<file path="config.mk">
export PLATFORM = sky130hd
export DESIGN_NAME = long_inst_tracker
export DESIGN_NICKNAME = d
export VERILOG_FILES = /design/src/rtl/long_inst_tracker_pkg.sv /design/src/rtl/long_inst_tracker_lit_find_free.sv /design/src/rtl/long_inst_tracker.sv
export SDC_FILE = /design/constraint.sdc
export NUM_CORES = 1
export LEC_CHECK = 0
export ABC_AREA = 1
export CAP_MARGIN = 20
export CORE_MARGIN = 2
export CORE_UTILIZATION = 34
export CTS_BUF_LIST = sky130_fd_sc_hd__clkbuf_16
export CTS_CLUSTER_SIZE = 28
export DETAILED_ROUTE_END_ITERATION = 12
export PLACE_DENSITY_LB_ADDON = 0.25
export RECOVER_POWER = 25
export SLEW_MARGIN = 5
export SYNTH_ARGS = -nofsm -noshare
export SYNTH_HDL_FRONTEND = slang
export SYNTH_SLANG_ARGS = --single-unit
</file>
<file path="constraint.sdc">
create_clock -name clk -period 3.15 [get_ports clk]
set_input_delay 0.7875 -clock clk [delete_from_list [all_inputs] [get_ports clk]]
set_output_delay 0.7875 -clock clk [all_outputs]
set_load 0.01 [all_outputs]
</file>
<file path="src/rtl/long_inst_tracker_pkg.sv">
// Shared types and helpers for the long-latency instruction tracker.
// The tracker's optional commit checker is enabled with LIT_COMMIT_CHECK_EN.
package long_inst_tracker_pkg;

  localparam int LIT_REG_ADDR_W = 5;

  typedef struct packed {
    logic                      valid;
    logic [LIT_REG_ADDR_W-1:0] rd;
  } lit_entry_t;

  function automatic int LIT_CNT_W(input int entries);
    return $clog2(entries + 1);
  endfunction

endpackage

</file>
<file path="src/rtl/long_inst_tracker_lit_find_free.sv">
// Lowest-zero priority encoder over the entry valid vector.
module lit_find_free #(
  parameter int ENTRIES = 4,
  parameter int IDX_W   = 2
) (
  input  logic [ENTRIES-1:0] valid_i,
  output logic [IDX_W-1:0]   idx_o,
  output logic               none_o
);

  always_comb begin
    idx_o  = '0;
    none_o = &valid_i;
    // Scan downward so the lowest free index is the last one written.
    for (int i = ENTRIES - 1; i >= 0; i--) begin
      if (!valid_i[i]) idx_o = IDX_W'(i);
    end
  end

endmodule

</file>
<file path="src/rtl/long_inst_tracker.sv">
// Scoreboard for long-latency instructions: grants commit IDs, raises RAW/WAW stalls.
// Define LIT_COMMIT_CHECK_EN to build the sticky protocol-error checker on err_o.
module long_inst_tracker
  import long_inst_tracker_pkg::*;
#(
  parameter int ENTRIES         = 4,
  parameter int COMMIT_ID_WIDTH = 2
) (
  input  logic                            clk,
  input  logic                            rst_n,
  input  logic                            alloc_valid_i,
  input  logic [LIT_REG_ADDR_W-1:0]       alloc_rd_i,
  output logic [COMMIT_ID_WIDTH-1:0]      alloc_id_o,
  output logic                            alloc_ready_o,
  input  logic                            rs1_re_i,
  input  logic                            rs2_re_i,
  input  logic [LIT_REG_ADDR_W-1:0]       rs1_addr_i,
  input  logic [LIT_REG_ADDR_W-1:0]       rs2_addr_i,
  input  logic                            rd_we_i,
  input  logic [LIT_REG_ADDR_W-1:0]       rd_addr_i,
  output logic                            stall_o,
  output logic                            raw_hazard_o,
  output logic                            waw_hazard_o,
  input  logic                            commit_valid_i,
  input  logic [COMMIT_ID_WIDTH-1:0]      commit_id_i,
  input  logic                            flush_i,
  output logic                            busy_o,
  output logic [LIT_CNT_W(ENTRIES)-1:0]   count_o,
  output logic                            err_o
);

  localparam int CNT_W = LIT_CNT_W(ENTRIES);

  logic [ENTRIES-1:0]        r_valid;
  logic [LIT_REG_ADDR_W-1:0] r_rd [ENTRIES];
  logic [CNT_W-1:0]          r_count;
  logic                      r_busy;

  lit_entry_t                w_entry [ENTRIES];
  logic [ENTRIES-1:0]        w_hit;
  logic [ENTRIES-1:0]        w_live;
  logic [COMMIT_ID_WIDTH-1:0] w_free_idx;
  logic                      w_none;
  logic                      w_raw;
  logic                      w_waw;
  logic                      w_stall;
  logic                      w_accept;
  logic                      w_commit_dec;
  logic [CNT_W-1:0]          w_count_nxt;

  lit_find_free #(
    .ENTRIES (ENTRIES),
    .IDX_W   (COMMIT_ID_WIDTH)
  ) u_find_free (
    .valid_i (r_valid),
    .idx_o   (w_free_idx),
    .none_o  (w_none)
  );

  // An entry being committed this cycle no longer blocks: the regfile writes through.
  always_comb begin
    w_hit        = '0;
    w_live       = '0;
    w_raw        = 1'b0;
    w_waw        = 1'b0;
    w_commit_dec = 1'b0;
    for (int i = 0; i < ENTRIES; i++) begin
      w_entry[i].valid = r_valid[i];
      w_entry[i].rd    = r_rd[i];
      w_hit[i]  = commit_valid_i && (commit_id_i == COMMIT_ID_WIDTH'(i));
      w_live[i] = w_entry[i].valid && !w_hit[i] && (w_entry[i].rd != '0);
      if (w_live[i] && ((rs1_re_i && (rs1_addr_i == w_entry[i].rd)) ||
                        (rs2_re_i && (rs2_addr_i == w_entry[i].rd))))
        w_raw = 1'b1;
      if (w_live[i] && rd_we_i && (rd_addr_i == w_entry[i].rd))
        w_waw = 1'b1;
      if (w_hit[i] && w_entry[i].valid)
        w_commit_dec = 1'b1;
    end
  end

  assign alloc_ready_o = !w_none;
  assign alloc_id_o    = w_none ? '0 : w_free_idx;
  assign raw_hazard_o  = w_raw;
  assign waw_hazard_o  = w_waw;
  assign w_stall       = w_raw || w_waw || (alloc_valid_i && w_none);
  assign stall_o       = w_stall;
  assign w_accept      = alloc_valid_i && !w_stall && !flush_i;

  always_comb begin
    w_count_nxt = r_count;
    if (flush_i)
      w_count_nxt = '0;
    else
      w_count_nxt = r_count + CNT_W'(w_accept) - CNT_W'(w_commit_dec);
  end

  // Accept targets a free entry, so it overrides a commit aimed at that same free slot.
  always_ff @(posedge clk or negedge rst_n) begin
    if (!rst_n) begin
      r_valid <= '0;
    end else if (flush_i) begin
      r_valid <= '0;
    end else begin
      for (int i = 0; i < ENTRIES; i++) begin
        if (w_hit[i]) r_valid[i] <= 1'b0;
        if (w_accept && (alloc_id_o == COMMIT_ID_WIDTH'(i))) r_valid[i] <= 1'b1;
      end
    end
  end

  always_ff @(posedge clk) begin
    for (int i = 0; i < ENTRIES; i++) begin
      if (w_accept && (alloc_id_o == COMMIT_ID_WIDTH'(i))) r_rd[i] <= alloc_rd_i;
    end
  end

  always_ff @(posedge clk or negedge rst_n) begin
    if (!rst_n) begin
      r_count <= '0;
      r_busy  <= 1'b0;
    end else begin
      r_count <= w_count_nxt;
      r_busy  <= (w_count_nxt != '0);
    end
  end

  assign count_o = r_count;
  assign busy_o  = r_busy;

`ifdef LIT_COMMIT_CHECK_EN
  logic r_err;

  always_ff @(posedge clk or negedge rst_n) begin
    if (!rst_n) begin
      r_err <= 1'b0;
    end else if ((commit_valid_i && !w_commit_dec) ||
                 (alloc_valid_i && w_none && !w_raw && !w_waw)) begin
      r_err <= 1'b1;
    end
  end

  assign err_o = r_err;
`else
  assign err_o = 1'b0;
`endif

endmodule

</file>
==> results of run 1 <==
-- power groups by stage --
stage / combinational [uW] / clock [uW] / sequential, uW
2_1_floorplan: 112 / 0 / 443
3_3_place_gp: 232 / 0 / 443
3_5_place_dp: 234 / 0 / 441
4_1_cts: 228 / 369 / 435
5_1_grt: 255 / 387 / 438
6_report: 224 / 366 / 436
-- area by class of cell --
cell class / count / share of cell area
flip-flops and latches: 28 / 0.276
well taps: 77 / 0.0332
clock inverters: 1 / 0.0103
repair buffers: 52 / 0.136
inverters: 51 / 0.0659
multi-input cells: 285 / 0.453
clock buffers: 3 / 0.0259
-- cell families after synthesis --
| logic type | share of synthesized area |
|---|---|
| compound gates | 0.0526 |
| xor+xnor | 0.0307 |
| fa+ha+maj | 0.0197 |
| buf+inv | 0.0888 |
| flops | 0.351 |
| other cells | 0.00164 |
| simple gates | 0.456 |
-- repair_timing --
action,4_1_cts,5_1_grt
setup endpoints to repair,4,3
pin swaps,1,5
resized for setup,33,42
hold buffers,0,0
-- metal layers --
metal  up-vias  track usage
met5         -            0
met4         0       0.0938
met3        20       0.0135
met2        59        0.313
met1      1090        0.234
li1       1236            -
-- synthesized netlist by cell type, drive strengths merged --
cell,n
nand2,164
o21ai,8
nand4,3
or3,1
dfrtp,8
o21bai,4
clkbuf,1
edfxtp,20
xnor2,6
xor2,2
a221oi,1
a31oi,1
inv,51
nand3b,1
nand3,19
ha,2
nor2,64
conb,1
a21oi,4
buf,1
fa,1
nor3,3
-- stage by stage --
step | TNS [ns] | worst slack [ns] | hold slack [ns]
floorplan | 0 | 0.0890 | 0.492
global placement | -2.07 | -0.491 | 0.586
detailed placement | -2.32 | -0.562 | 0.613
CTS | 0 | 0.00317 | 0.636
global route | 0 | 0.00865 | 0.694
finish | 0 | 0.181 | 0.629
-- registers in the layout, summed over array words and instances (netlist names) --
name / flops
r_rd: 20
r_valid: 4
count_o: 3
busy_o: 1
-- worst register-to-register path, delay by kind of cell (launching register included) --
family,cells,cell delay [ns]
adder cells (fa/ha/maj),3,0.87
buffers and inverters,3,0.29
flip-flops,1,0.46
AND/OR/NAND/NOR,11,1.13
-- final timing paths --
check,startpoint,end,slack (ns),depth (start not counted)
max,rs1_re_i,busy_o,0.18,16
min,count_o[2],count_o[2],0.63,3
max reg2reg,r_rd[0][4],busy_o,0.28,17
min reg2reg,count_o[2],count_o[2],0.63,3
max in group asynchronous,rst_n,r_valid[1],2.01,1
min in group asynchronous,rst_n,count_o[0],0.88,1
==> qor.log, run 1 <==
[floorplanning] Die Wd 86.0 um
[routing] top metal layer carrying routed signals met4
[floorplanning] total core area 6420 um2
[logic_synthesis] Syn Std Cell Area 2280 um2
[cells_and_area] post-route insts no fill 497
[pwr] Switch Pwr 256 uW
[setup_path] crit-path leading delay family simple AND/OR/NAND/NOR gates
[pwr] Clock Power Share 0.357
[setup_path] Most Frequent Cell on Critical Path sky130_fd_sc_hd__nand2_1
[cells_and_area] share of layout cells above drive strength 1 0.179
[global_route] total routing resource utilization after global routing 0.184
[global_route] largest net degree at the start of global routing 17
[global_route] initial antenna violation count 0
[cells_and_area] final core occ 0.452
[cells_and_area] Sequential cell area 801 um2
[run_status] status finished clean
[global_route] global-route wire length before repair 10.6 mm
[place] weighted congestion at the end of routability-driven global placement 0.970
[place] Port Buffer Count 39
[setup_path] CP peak stage delay 0.51 ns
[cells_and_area] fillers 678
[cells_and_area] Final nets 454
[routing] wire length on met3 267 um
[logic_synthesis] syn nets 399
[global_route] total congestion overflow after global routing 0
[clocking] clock tree root buffer cell sky130_fd_sc_hd__clkbuf_16
[sta] post-route fraction of the period consumed by the critical path 0.942
[global_route] via count of the first global-routing pass 2311
[setup_path] Worst Setup Path Type input pin to flop
[routing] detailed-route wire length on metal 1 2.86 mm
[setup_path] Worst EP required 3.29 ns
[logic_synthesis] sequential fraction of the synthesis area 0.351
[cells_and_area] synthesis-to-layout area growth 27.2%
[sta] unrepaired setup endpoints after global routing no
[sta] minimum clock period 2.97 ns
[floorplanning] floorplan die height 86.0 um
[clocking] TritonCTS clock tree built
[floorplanning] overall die area 7390 um2
[sta] final count of pins violating max slew 0
[clocking] Bufs on Longest Clock Path 2
[logic_synthesis] number of cells produced by synthesis 366
[routing] remaining number of nets flagged by the antenna check after routing 0
[routing] Met2 Wirelength 3.03 mm
[place] instance area at placement 2860 um2
[routing] via total after detailed routing 2405
[setup_path] crit start category input pin
[place] DPL Wire Length 5.37 mm
[logic_synthesis] synthesis warning total 0
[sta] number of failing hold endpoints at the final stage 0
[pwr] combinational share of power 0.219
[pwr] final total power 1030 uW
[setup_path] Critical Path Fanout Max 4
[routing] Total Wirelength 6.41 mm
[clocking] number of clock sinks seen by CTS 28
[logic_synthesis] mean area per synthesized cell 6.24 um2
[pwr] power per standard cell area 353 nW/um2
[logic_synthesis] flip-flop and latch count after synthesis 28
[pwr] design internal power 770 uW
[setup_path] critical path endpoint category flop
[pwr] switching part of the total power 0.250
[cells_and_area] final non-filler cell area 2900 um2
[clocking] Clk pin slew, worst setup/hold paths 0.06 ns
[logic_synthesis] cell type with the largest total area after synthesis sky130_fd_sc_hd__nand2_1
[setup_path] critical path cell sequence dlygate4sd2_1 > nand2_1 > nor2_1 > nand3_1 > nand2_1 > nand2_1 > nand2_1 > nor2_4 > nand4_4 > ha_4 > inv_1 > ha_1 > inv_1 > fa_2 > nor2_1 > or3_1
[routing] number of optimization iterations in the first detailed-route pass 5
[clocking] Skew-Pair Late Insertion Delay 0.26 ns
[worst_hold_path] class of the tightest hold or removal check flop to flop
[routing] average via count per standard cell 4.84
[cells_and_area] most common cell after layout, fill and taps aside sky130_fd_sc_hd__nand2_1
[routing] number of DRC markers in iteration 0 104
[routing] final routed DRC violation total 0
[setup_path] Arr. time, crit path 3.11 ns
[setup_path] Critical path buffers and inverters 3
[routing] WL/cell 12.9 um
[sta] setup skew after layout 0.00151 ns
[pwr] share of power burned in registers 0.425
[cells_and_area] area used by multi-input combinational logic 1320 um2
[clocking] H-tree depth 1
[pwr] Peak VDD IR 347 uV
[pwr] leakage 0.00156 uW
[floorplanning] initial core utilization 0.356
[place] Placed Cells 493
[cells_and_area] most frequent cells in the layout 161 x sky130_fd_sc_hd__nand2_1, 57 x sky130_fd_sc_hd__nor2_1, 31 x sky130_fd_sc_hd__inv_1
[logic_synthesis] share of Yosys cell area claimed by the top area cell type 0.265
[logic_synthesis] cell types occupying the most area after synthesis sky130_fd_sc_hd__nand2_1 26%, sky130_fd_sc_hd__edfxtp_1 26%, sky130_fd_sc_hd__nor2_1 10%
[sta] achievable clock frequency 337 MHz
[floorplanning] I/O pin total 41
[cells_and_area] antenna diode count 0
[floorplanning] count of standard-cell rows 29
[sta] Finish-stage setup viols 0
[setup_path] CP max stage cell sky130_fd_sc_hd__fa_2
[clocking] number of buffers added by the clock tree synthesis step 3
[logic_synthesis] count of unique library cells instantiated by Yosys 28
[clocking] Post-CTS Repair Setup Buffers 0
[job] number of max-cap violations 0
Note: power is estimated with default switching activity, not from simulation.
==> run 2: changes to the inputs <==
--- a/config.mk
+++ b/config.mk
@@ -10,7 +10,6 @@
 export CORE_MARGIN = 2
 export CORE_UTILIZATION = 34
 export CTS_BUF_LIST = sky130_fd_sc_hd__clkbuf_16
-export CTS_CLUSTER_SIZE = 28
 export DETAILED_ROUTE_END_ITERATION = 12
 export PLACE_DENSITY_LB_ADDON = 0.25
 export RECOVER_POWER = 25
==> constraint.sdc (replaced) <==
create_clock -name clk -period 2.4 [get_ports clk]
set_input_delay 0.6 -clock clk [delete_from_list [all_inputs] [get_ports clk]]
set_output_delay 0.6 -clock clk [all_outputs]
set_load 0.01 [all_outputs]
==> run 2 against run 1 <==
  * The run now ends with setup timing left
  * Register-to-register slack got worse by 0.64 ns
  * Flip-flop and latch count did not move
  * Global-route usage up 0.28 points
  * Sequential share of layout area shrank 3.2 points
  * Cell count is 5.8% higher
  * Routed wire length grew 4.3%
  * Utilization increased by 5.9 points
  * Largest power group unchanged
  * Critical path depth grew 2
  * Total power increased by 27%
==> qor.log, run 2 (synthesis results as in run 1) <==
[clocking] H-tree depth 1
[setup_path] Critical Path Fanout Max 5
[floorplanning] overall die area 7390 um2
[routing] wire length on met3 283 um
[setup_path] critical path cell sequence clkdlybuf4s15_2 > inv_2 > nand2_1 > nand2_1 > nand3_2 > nor2_2 > nand2_2 > nand3_2 > nor2_4 > nand4_4 > ha_4 > inv_4 > ha_4 > inv_2 > fa_2 > o21ai_2 > a21oi_2 > or3_1
[job] number of max-cap violations 0
[sta] achievable clock frequency 361 MHz
[routing] WL/cell 12.7 um
[routing] number of DRC markers in iteration 0 192
[sta] minimum clock period 2.77 ns
[floorplanning] count of standard-cell rows 29
[global_route] initial antenna violation count 0
[pwr] leakage 0.00170 uW
[cells_and_area] most common cell after layout, fill and taps aside sky130_fd_sc_hd__nand2_1
[sta] number of failing hold endpoints at the final stage 0
[sta] worst hold-check slack 0.653 ns
[cells_and_area] max reg flops 20
[setup_path] Worst EP required 2.54 ns
[global_route] global-route wire length before repair 11.0 mm
[sta] final count of pins violating max slew 0
[global_route] total congestion overflow after global routing 0
[cells_and_area] fillers 623
[clocking] Bufs on Longest Clock Path 2
[routing] Total Wirelength 6.69 mm
[routing] final routed DRC violation total 0
[pwr] Peak VDD IR 442 uV
[setup_path] crit start category input pin
[setup_path] CP peak stage delay 0.35 ns
[global_route] largest net degree at the start of global routing 16
[floorplanning] Die Wd 86.0 um
[clocking] Clk pin slew, worst setup/hold paths 0.06 ns
[routing] detailed-route wire length on metal 1 2.97 mm
[cells_and_area] Top reg by flops r_rd
[setup_path] Arr. time, crit path 2.91 ns
[routing] Met2 Wirelength 3.29 mm
[clocking] TritonCTS clock tree built
[pwr] final total power 1300 uW
[setup_path] critical path endpoint category flop
[sta] Finish-stage setup viols 5
[cells_and_area] antenna diode count 0
[cells_and_area] share of layout cells above drive strength 1 0.323
[pwr] power per standard cell area 396 nW/um2
[global_route] total routing resource utilization after global routing 0.187
[clocking] clock tree root buffer cell sky130_fd_sc_hd__clkbuf_16
[setup_path] CP max stage cell sky130_fd_sc_hd__fa_2
[sta] unrepaired setup endpoints after global routing yes
[place] Port Buffer Count 39
[place] DPL Wire Length 5.44 mm
[place] instance area at placement 3090 um2
[floorplanning] total core area 6420 um2
[floorplanning] I/O pin total 41
[run_status] violated checks setup timing
[sta] min setup slack post-route -0.371 ns
[setup_path] Worst Setup Path Type input pin to flop
[clocking] Skew-Pair Late Insertion Delay 0.26 ns
[place] weighted congestion at the end of routability-driven global placement 0.991
[global_route] via count of the first global-routing pass 2387
[cells_and_area] final non-filler cell area 3290 um2
[sta] setup skew after layout 0.00413 ns
[routing] top metal layer carrying routed signals met4
[routing] via total after detailed routing 2474
[worst_hold_path] class of the tightest hold or removal check flop to flop
[cells_and_area] most frequent cells in the layout 149 x sky130_fd_sc_hd__nand2_1, 47 x sky130_fd_sc_hd__nor2_1, 35 x sky130_fd_sc_hd__buf_4
[clocking] number of clock sinks seen by CTS 28
[run_status] status finished, violations left
[sta] post-route fraction of the period consumed by the critical path 1.15
[cells_and_area] synthesis-to-layout area growth 43.9%
[clocking] number of buffers added by the clock tree synthesis step 3
[routing] average via count per standard cell 4.70
[cells_and_area] Final nets 483
[sta] Total Neg Setup Slack -0.629 ns
[floorplanning] floorplan die height 86.0 um
[routing] number of optimization iterations in the first detailed-route pass 4
[routing] remaining number of nets flagged by the antenna check after routing 0
[floorplanning] initial core utilization 0.356
run 2: changes by cell type in the layout (fill, tap and decap cells not counted), sizes merged, moves of 4 or more:
| cell | previous run | this run |
|---|---|---|
| clkbuf | 20 | 3 |
| dlygate4sd2 | 5 | 1 |
| buf | 14 | 60 |
| clkdlybuf4s15 | 0 | 5 |
run 2: metal layers:
| metal | vias up | track usage |
|---|---|---|
| met5 | - | 0 |
| met4 | 0 | 0.0635 |
| met3 | 11 | 0.00962 |
| met2 | 63 | 0.328 |
| met1 | 1109 | 0.244 |
| li1 | 1291 | - |
run 2: final cells by class:
cell class | instances | area (um2) | area share
Clock buffer | 3 | 75.1 | 0.0228
Clock inverter | 1 | 3.75 | 0.00114
Inverter | 51 | 209 | 0.0636
Multi-Input combinational cell | 285 | 1450 | 0.441
Sequential cell | 28 | 801 | 0.244
Tap cell | 77 | 96.3 | 0.0293
Timing Repair Buffer | 81 | 651 | 0.198
run 2: power by group:
group / internal, uW / switching [uW] / total [uW]
Sequential: 547 / 21.9 / 569
Combinational: 165 / 193 / 359
Clock: 223 / 150 / 373
run 2: path summary, 6_finish.rpt:
path                              startpoint         end  slack (ns)  cells past startpoint
worst max-delay path            rd_addr_i[0]      busy_o       -0.37                     18
worst min-delay path              count_o[2]  count_o[2]        0.65                      3
worst max register to register    r_rd[1][3]      busy_o       -0.36                     18
worst min register to register    count_o[2]  count_o[2]        0.65                      3
max in group asynchronous              rst_n  r_valid[1]        1.43                      1
min in group asynchronous              rst_n      busy_o        0.69                      1
run 2: per-stage QoR:
stage | setup WS [ns] | instances | util
floorplan | -0.364 | 366 | -
global placement | -1.01 | 517 | 0.482
detailed placement | -1.07 | 517 | 0.482
CTS | -0.343 | 523 | 0.496
global route | -0.520 | 526 | 0.512
finish | -0.371 | 526 | 0.512
run 2: timing repair:
item | CTS | global route
pin swaps | 19 | 10
hold buffers | 0 | 0
gates resized for setup | 102 | 38
gates cloned | 0 | 0
endpoints found under the setup margin | 27 | 7
setup buffers | 2 | 3
hold endpoints to repair | 0 | 0
run 2: worst max-delay path: cells and delay by family:
| kind | cells | cell delay, ns |
|---|---|---|
| AO/OA/AOI/OAI | 2 | 0.20 |
| adder cells (fa/ha/maj) | 3 | 0.70 |
| buffers and inverters | 4 | 0.38 |
| AND/OR/NAND/NOR | 9 | 1.03 |
==> run 3: changes to the inputs <==
--- a/config.mk
+++ b/config.mk
@@ -13,7 +13,6 @@
 export DETAILED_ROUTE_END_ITERATION = 12
 export PLACE_DENSITY_LB_ADDON = 0.25
 export RECOVER_POWER = 25
-export SLEW_MARGIN = 5
 export SYNTH_ARGS = -nofsm -noshare
 export SYNTH_HDL_FRONTEND = slang
 export SYNTH_SLANG_ARGS = --single-unit
==> constraint.sdc (replaced) <==
create_clock -name clk -period 3.3 [get_ports clk]
set_input_delay 0.825 -clock clk [delete_from_list [all_inputs] [get_ports clk]]
set_output_delay 0.825 -clock clk [all_outputs]
set_load 0.01 [all_outputs]
==> run 3 against run 2 <==
  * The run now ends clean
  * Critical path depth is the same
  * Final area shrank 12%
  * Die area is the same
  * Register-to-register slack gained 0.76 ns
  * Utilization shrank 6.2 points
  * Critical path type unchanged
  * Largest cell class unchanged
==> qor.log, run 3 (synthesis results as in run 1) <==
[run_status] status finished clean
[sta] achievable clock frequency 320 MHz
[routing] Total Wirelength 6.20 mm
[cells_and_area] antenna diode count 0
[pwr] power per standard cell area 307 nW/um2
[setup_path] Worst Setup Path Type input pin to flop
[setup_path] critical path cell sequence clkdlybuf4s15_1 > inv_2 > nand2_1 > nand2_1 > nor2_1 > nand3_1 > nand2_1 > nand2_1 > nand2_1 > nor2_4 > nand4_4 > ha_1 > inv_1 > ha_1 > inv_1 > fa_2 > nor2_1 > or3_1
[cells_and_area] synthesis-to-layout area growth 26.4%
[place] weighted congestion at the end of routability-driven global placement 0.945
[global_route] global-route wire length before repair 10.4 mm
[floorplanning] Die Wd 86.0 um
[routing] number of optimization iterations in the first detailed-route pass 4
[sta] unrepaired setup endpoints after global routing no
[floorplanning] count of standard-cell rows 29
[setup_path] Critical Path Fanout Max 4
[place] Port Buffer Count 39
[job] number of max-cap violations 0
[cells_and_area] most common cell after layout, fill and taps aside sky130_fd_sc_hd__nand2_1
[routing] remaining number of nets flagged by the antenna check after routing 0
[sta] setup skew after layout 0.00117 ns
[clocking] Bufs on Longest Clock Path 2
[cells_and_area] most frequent cells in the layout 160 x sky130_fd_sc_hd__nand2_1, 58 x sky130_fd_sc_hd__nor2_1, 33 x sky130_fd_sc_hd__inv_1
[global_route] largest net degree at the start of global routing 16
[routing] average via count per standard cell 4.69
[global_route] initial antenna violation count 0
[floorplanning] initial core utilization 0.356
[clocking] number of clock sinks seen by CTS 28
[clocking] Skew-Pair Late Insertion Delay 0.25 ns
[routing] via total after detailed routing 2324
[setup_path] Worst EP required 3.43 ns
[setup_path] crit start category input pin
[floorplanning] total core area 6420 um2
[routing] number of DRC markers in iteration 0 123
[setup_path] CP max stage cell sky130_fd_sc_hd__fa_2
[routing] WL/cell 12.5 um
[clocking] number of buffers added by the clock tree synthesis step 3
[routing] final routed DRC violation total 0
[setup_path] critical path endpoint category flop
[pwr] final total power 887 uW
[worst_hold_path] class of the tightest hold or removal check flop to flop
[cells_and_area] share of layout cells above drive strength 1 0.146
[cells_and_area] Top reg by flops r_rd
[place] Placed Cells 492
[cells_and_area] Final nets 453
[setup_path] CP peak stage delay 0.51 ns
[global_route] total routing resource utilization after global routing 0.180
[sta] minimum clock period 3.12 ns
[global_route] total congestion overflow after global routing 0
[setup_path] Arr. time, crit path 3.26 ns
[sta] final count of pins violating max slew 0
[place] DPL Wire Length 5.31 mm
[floorplanning] overall die area 7390 um2
[pwr] Peak VDD IR 256 uV
[floorplanning] floorplan die height 86.0 um
[cells_and_area] max reg flops 20
[sta] Finish-stage setup viols 0
[clocking] TritonCTS clock tree built
[pwr] leakage 0.00154 uW
[clocking] clock tree root buffer cell sky130_fd_sc_hd__clkbuf_16
[global_route] via count of the first global-routing pass 2236
[clocking] Clk pin slew, worst setup/hold paths 0.06 ns
[clocking] Hold-fix buffers, CTS 0
[sta] post-route fraction of the period consumed by the critical path 0.946
[floorplanning] I/O pin total 41
[sta] number of failing hold endpoints at the final stage 0
[cells_and_area] post-route insts no fill 496
[clocking] H-tree depth 1
[setup_path] Most Frequent Cell on Critical Path sky130_fd_sc_hd__nand2_1
[run 3: layout make-up]
type / count / area (um2)
Multi-Input combinational cell: 285 / 1300
Clock buffer: 3 / 75.1
Tap cell: 77 / 96.3
Inverter: 51 / 191
Sequential cell: 28 / 801
Fill cell: 688 / 3540
Clock inverter: 1 / 3.75
Timing Repair Buffer: 51 / 419
[run 3: power by group]
part	internal, uW	total, uW	switching (uW)
sequential	398	415	17.4
combinational	95.5	212	116
clock	162	260	98.1
total	655	887	232
[run 3: final timing paths]
check                                   start          to  slack [ns]  cells after the start
worst max-delay path            rs1_addr_i[3]      busy_o        0.18                     18
worst min-delay path               count_o[2]  count_o[2]        0.61                      3
worst max register to register     r_rd[0][4]      busy_o        0.40                     17
worst min register to register     count_o[2]  count_o[2]        0.61                      3
max in group asynchronous               rst_n  r_valid[2]        2.13                      1
min in group asynchronous               rst_n  count_o[0]        0.91                      1
[run 3: timing repair]
item	4_1_cts	5_1_grt
setup endpoints to repair	4	1
buffers inserted	0	0
gates cloned	0	0
pin swaps	0	2
resized for setup	30	26
[run 3: critical path: cells and delay by family]
kind / cells / cell delay (ns)
buffers and inverters: 4 / 0.44
adder cells (fa/ha/maj): 3 / 0.91
AND/OR/NAND/NOR: 11 / 1.07
[run 3: routing by layer]
metal | vias to the layer above | wire [um] | track usage | share of wire
met3 | 17 | 321 | 0.0154 | 0.052
li1 | 1236 | - | - | -
met5 | - | 0 | 0 | 0
met1 | 1015 | 2730 | 0.231 | 0.44
met2 | 56 | 2920 | 0.304 | 0.47
met4 | 0 | 224 | 0.0851 | 0.036
[run 3: stage by stage]
step	setup slack (ns)	util	hold WS (ns)	setup TNS [ns]	area [um2]
2_1_floorplan	0.201	-	0.529	0	2280
3_3_place_gp	-0.382	0.444	0.587	-1.50	2850
3_5_place_dp	-0.418	0.444	0.596	-1.67	2850
4_1_cts	0.102	0.454	0.617	0	2920
5_1_grt	0.00569	0.449	0.676	0	2890
6_report	0.179	0.449	0.608	0	2890
